<file path="src/rtl/timer_counter.sv">
// timer_counter: memory-mapped down-counter with one-shot / auto-reload modes.
// The window holds CTRL (+0), PRESET (+4), COUNT (+8, read-only) and a zero word (+C).
// irq is the expiry flag gated by the CTRL interrupt mask.
module timer_counter #(
    parameter logic [31:0] BASE_ADDR = 32'h0000_7F00
) (
    input  logic        clk,
    input  logic        reset,
    input  logic [31:0] addr,
    input  logic [3:0]  byteen,
    input  logic [31:0] wdata,
    output logic [31:0] rdata,
    output logic        irq
);

    typedef enum logic [1:0] {
        ST_IDLE,
        ST_LOAD,
        ST_CNT,
        ST_INT
    } state_t;

    state_t      state_q, state_d;
    logic [3:0]  ctrl_q, ctrl_d;      // {IM, MODE[1:0], EN}
    logic [31:0] preset_q, preset_d;
    logic [31:0] count_q, count_d;
    logic        flag_q, flag_d;
    logic        flag_fsm;
    logic        en_clr;

    logic        hit;
    logic        wr_ctrl;
    logic        wr_preset;
    logic        en;
    logic [1:0]  mode;
    logic        unused_addr;

    assign hit         = (addr[31:4] == BASE_ADDR[31:4]);
    assign wr_ctrl     = hit && (byteen != 4'b0000) && (addr[3:2] == 2'd0);
    assign wr_preset   = hit && (byteen != 4'b0000) && (addr[3:2] == 2'd1);
    assign en          = ctrl_q[0];
    assign mode        = ctrl_q[2:1];
    assign irq         = flag_q & ctrl_q[3];
    assign unused_addr = ^addr[1:0];

    // Counter sequencing: next state, COUNT and the FSM's view of the flag
    always_comb begin
        state_d  = state_q;
        count_d  = count_q;
        flag_fsm = flag_q;
        en_clr   = 1'b0;
        case (state_q)
            ST_IDLE: begin
                if (en) state_d = ST_LOAD;
            end
            ST_LOAD: begin
                count_d  = preset_q;
                flag_fsm = 1'b0;
                state_d  = ST_CNT;
            end
            ST_CNT: begin
                if (!en) begin
                    state_d = ST_IDLE;
                end else if (count_q > 32'd1) begin
                    count_d = count_q - 32'd1;
                end else begin
                    count_d  = '0;
                    flag_fsm = 1'b1;
                    state_d  = ST_INT;
                end
            end
            ST_INT: begin
                if (mode == 2'b01) begin
                    flag_fsm = 1'b0;
                    state_d  = en ? ST_LOAD : ST_IDLE;
                end else begin
                    en_clr  = 1'b1;
                    state_d = ST_IDLE;
                end
            end
            default: state_d = ST_IDLE;
        endcase
    end

    // Bus writes merged over FSM updates; a CTRL lane-0 write beats the EN clear
    always_comb begin
        ctrl_d   = ctrl_q;
        preset_d = preset_q;
        flag_d   = flag_fsm;
        if (en_clr) ctrl_d[0] = 1'b0;
        if (wr_ctrl && byteen[0]) ctrl_d = wdata[3:0];
        for (int unsigned i = 0; i < 4; i++) begin
            if (wr_preset && byteen[i]) preset_d[8*i +: 8] = wdata[8*i +: 8];
        end
        // A held flag is only ever set while no write is pending on it, so
        // clearing on flag_q never cancels a fresh expiry.
        if ((wr_ctrl || wr_preset) && flag_q) flag_d = 1'b0;
    end

    // Combinational read mux, zero outside the window
    always_comb begin
        rdata = '0;
        if (hit) begin
            case (addr[3:2])
                2'd0:    rdata = {28'd0, ctrl_q};
                2'd1:    rdata = preset_q;
                2'd2:    rdata = count_q;
                default: rdata = '0;
            endcase
        end
    end

    // State registers with synchronous reset
    always_ff @(posedge clk) begin
        if (reset) begin
            state_q  <= ST_IDLE;
            ctrl_q   <= '0;
            preset_q <= '0;
            count_q  <= '0;
            flag_q   <= 1'b0;
        end else begin
            state_q  <= state_d;
            ctrl_q   <= ctrl_d;
            preset_q <= preset_d;
            count_q  <= count_d;
            flag_q   <= flag_d;
        end
    end

endmodule

</file>
<file path="config.mk">
export PLATFORM = sky130hd
export DESIGN_NAME = timer_counter
export DESIGN_NICKNAME = d
export VERILOG_FILES = /design/src/rtl/timer_counter.sv
export SDC_FILE = /design/constraint.sdc
export NUM_CORES = 1
export LEC_CHECK = 0
export BUFFER_PORTS_ARGS = -buffer_cell sky130_fd_sc_hd__clkbuf_2
export CORE_UTILIZATION = 45
export CTS_CLUSTER_DIAMETER = 50
export DETAILED_ROUTE_END_ITERATION = 12
export GPL_TIMING_DRIVEN = 0
export PLACE_DENSITY_LB_ADDON = 0.12
export SYNTH_ARGS = -nofsm -noshare
export SYNTH_HDL_FRONTEND = slang
export SYNTH_SLANG_ARGS = --single-unit
</file>
<file path="constraint.sdc">
create_clock -name clk -period 5.7 [get_ports clk]
set_clock_uncertainty 0.15 [all_clocks]
set_input_delay 0.855 -clock clk [delete_from_list [all_inputs] [get_ports clk]]
set_output_delay 0.855 -clock clk [all_outputs]
set_load 0.005 [all_outputs]
</file>
Word-level counts from Yosys, hierarchy flattened
Index checks and enable logic that the tools add are counted.
{ "totals": {"output_inout_bits": 33, "inputBits": 70, "regBits": 71, "word_cells": 63, "latchBits": 0, "mem_count": 0, "romBits": 0, "ramBits": 0} }
{ "op_classes": {"bitwise": 1, "n_eq_ne": 12, "n_shift": 0, "add_sub_neg": 1, "magnitude_cmp": 1, "div_mod_pow": 0, "multipliers": 0, "reduce_logical": 20, "mux": 19} }
{ "op_table": {"columns": ["op", "n"], "rows": [
  ["two-way mux 32 bit", 3],
  ["case mux 32 bit (3 select lines)", 1],
  ["case mux 32 bit (2 select lines)", 1],
  ["> comparator 32 x 1 -> 1 bit, second input constant", 1],
  ["subtractor 32 x 1 -> 32 bit, second input constant", 1],
  ["== test 28 x 11 -> 1 bit, second input constant", 1],
  ["logical AND 1 bit", 9],
  ["two-way mux 1 bit", 9],
  ["inequality test 2 bit, second input constant", 4],
  ["case mux 2 bit (4 select lines)", 1],
  ["== test 2 x 1 -> 1 bit, second input constant", 3],
  ["== test 2 bit, second input constant", 3],
  ["two-way mux 2 bit", 3],
  ["zero test 2 bit", 2],
  ["AND reduction 2 bit", 2],
  ["AND reduction 4 bit", 1],
  ["nonzero test 2 bit", 2],
  ["nonzero test 4 bit", 1],
  ["inequality test 3 bit, second input constant", 1],
  ["case mux 1 bit (3 select lines)", 1],
  ["nonzero test 3 bit", 1],
  ["OR reduction 2 bit", 1],
  ["AND 1 bit", 1],
  ["logical OR 1 bit", 1]
]} }

Logic depth before layout (Yosys ltp)
{ "logic_depth": {"word_depth": 6, "mapped_depth": 9, "mapped_depth_nobuf": 7} }

Least setup slack after synthesis
No wires, ideal clock.
{ "synth_timing": {"path_kind": "input to output", "start": "input port addr[17]", "end": "output port rdata[10]", "path_buffers": 2, "required_ns": 4.695, "setup_slack_ns": 2.492, "stages": 6, "arrival_ns": 2.203, "path_cell_list": "nor4_1 -> nand4_1 -> or2_2 -> clkbuf_1 -> clkbuf_1 -> nor2_1"} }
{ "synth_between": {"elab_chain_cells": 2} }
{ "synth_rtl": {"columns": ["item", "line", "text"], "rows": [
  ["start, declared", "9", "input logic [31:0] addr,"],
  ["== test 28 x 11 -> 1 bit", "38", "assign hit = (addr[31:4] == BASE_ADDR[31:4]);"],
  ["two-way mux 32 bit", "103", "if (hit) begin"],
  ["end, declared", "12", "output logic [31:0] rdata,"]
]} }
Every way passes these cells.

Final worst setup path
{ "layout_timing": {"start": "input port addr[16]", "end": "output port rdata[17]"} }
Same word-level chain as after synthesis.

==> results.txt <==
Placement Cell Area -> 5074 sq um
Num Clock Sinks -> 71
Post-route minimum period -> 3929 ps
Ys async rst share -> 0
Sequential share of the synthesized area -> 0.3217
Initial antenna violation count -> 0
Post-Syn Nets -> 649
Setup crit end kind -> primary output
Final setup viols -> 0
Setup TNS -> 0 ps
Core Box Area -> 9371 sq um
Pins over their slew limit -> 0
Startpoint Class -> primary input
CTS tree -> done
Antenna viol nets, final -> 0
Initial Util -> 0.4714
Most frequent cells in the layout -> 97 x clkbuf_2, 93 x nor2_1, 71 x dfxtp_1, 47 x nand2_1, 44 x clkbuf_1
WL/cell -> 19.62 microns
CP max FO -> 10
Leak -> 2.025 nW
GP Congestion -> 0.9470
Die ar. -> 10220 sq um
Critical Path AT -> 2920 ps
Post-Synthesis Cells -> 577
Maximum vdd drop -> 0.1176 mV
I/O Pins -> 103
Total CTS buffers -> 9
Vias in the first global route -> 4630
Die Span X -> 101.1 microns
Commonest non-fill, non-tap cell in the layout -> clkbuf_2
Register area -> 1421 sq um
Overflow after GRT -> 0
Hold Vio Cnt, Final -> 0
Final instance area -> 5288 sq um
Layout area overhead -> 19.68%
Distinct cells, synth -> 57
Final Cycle Share -> 0.6892
Max-cap violations -> 0
Cts hold-fix bufs -> 0
Post-cts resize count -> 0
RSZ-0062 raised after global routing -> no
Headroom to the max-slew limit -> 0.1520
Filler cell count -> 974
Fmax -> 254.5 MHz
Cell area after synthesis -> 4418 sq um
Vias -> 4979
Drt pass-1 iters -> 5
Port Buffers -> 97
EDFF count, synth -> 0
Pwr Density -> 189.5 nW/um^2
Root buffer cell -> clkbuf_8
Req. time, crit path -> 4700 ps
Final net count -> 757
Total track usage -> 0.3255
Htree depth -> 3
Syn. warnings -> 0
Post-route DRC violation count -> 0
CP Class -> in -> out
Routed WL -> 16070 microns
Seq cells post-synth -> 71
Syn avg cell area -> 7.657 sq um
Detailed placement HPWL -> 11500 microns
Main synth FF type -> dfxtp_1
Hold Path Class -> reg -> reg
Pwr Total -> 0.001002 W
Setup bufs post-CTS -> 0
Clk slew on worst S/H paths -> 80 ps
Largest net degree at the start of global routing -> 13
Status -> completed
Die height -> 101.1 microns
Via-to-Cell Ratio -> 6.079
Antenna Cells -> 0
Multi-input logic area -> 2753 sq um
First-pass GRT wire length -> 25090 microns
Share of layout cells above drive strength 1 -> 0.1870
Clock Latency Late Sink -> 350 ps
Rows -> 35
Initial drt markers -> 355
Max Buffers Root-to-Sink -> 2
Slew @ Worst Pin -> 1261 ps
-- sequential cells by signal, summed over array words and instances (netlist names) --
| name | count |
|---|---|
| preset_q | 32 |
| state_q | 2 |
| flag_q | 1 |
| count_q | 32 |
| ctrl_q | 4 |
-- cells in the mapped netlist, types with 4 or more instances --
cell type,n,area share
a21oi_1,29,0.033
a22oi_1,36,0.061
a31oi_1,13,0.018
and2_1,4,0.0057
and3_1,4,0.0057
buf_2,4,0.0045
clkbuf_1,42,0.036
dfxtp_1,71,0.32
inv_1,11,0.0093
mux2i_1,40,0.091
nand2_1,47,0.040
nand2b_1,7,0.0099
nand3_1,16,0.018
nand4_1,13,0.018
nor2_1,93,0.079
nor2b_1,7,0.0099
nor3_1,19,0.022
nor4_1,19,0.027
nor4_2,4,0.011
o21a_1,5,0.0085
o21ai_0,18,0.020
or3_1,10,0.014
or4_1,6,0.010
-- worst max-delay path, stage by stage --
cell,delay (ps)
clkbuf_2,80
nor4_1,280
nand4_1,390
or2_2,420
clkbuf_1,230
clkbuf_1,350
nor2_1,190
clkbuf_2,120
-- final timing paths --
check / startpoint / endpoint / slack [ps] / cells past startpoint
setup / recovery: addr[16] / rdata[17] / 1770 / 8
hold / removal: preset_q[11] / count_q[11] / 350 / 2
setup reg to reg: state_q[0] / count_q[29] / 2670 / 7
hold reg to reg: preset_q[11] / count_q[11] / 350 / 2
-- power by group --
part	total [W]	internal, W	switching [W]
Sequential	0.000495	0.000495	0.000000000000180
Combinational	0.0000535	0.0000213	0.0000322
Clock	0.000453	0.000248	0.000205
Total	0.00100	0.000765	0.000237
-- per-layer routing --
metal  up-vias  wire length (microns)  GRT usage
met5         -                      0          0
met4         0                    484     0.1427
met3        35                   1097    0.03745
met2       234                   7316     0.5092
met1      2358                   7171     0.4498
li1       2352                      -          -
-- metrics by stage --
step	setup slack (ps)	hold slack (ps)	instances	utilization
2_1_floorplan	2492	308.3	577	-
3_3_place_gp	1961	327.6	803	0.5405
3_5_place_dp	1831	332.3	803	0.5414
4_1_cts	1816	344.9	819	0.5642
5_1_grt	1659	360.7	819	0.5642
6_report	1771	345.6	819	0.5642
-- final cells by class --
cell class                 instances  area share
multi-input combinational        445      0.5206
tap                              129     0.03053
buffer                            50     0.03999
timing repair buffer              97     0.09181
inverter                          11    0.007809
clock buffer                      11     0.02485
clock inverter                     5     0.01562
sequential                        71      0.2688
-- logic make-up after synthesis --
group / synth area share
simple gates: 0.3073
compound gates: 0.2130
flops: 0.3217
buf+inv: 0.05721
mux: 0.09317
fa+ha+maj: 0.005663
xor+xnor: 0.001983
(Power assumes the default switching activity.)
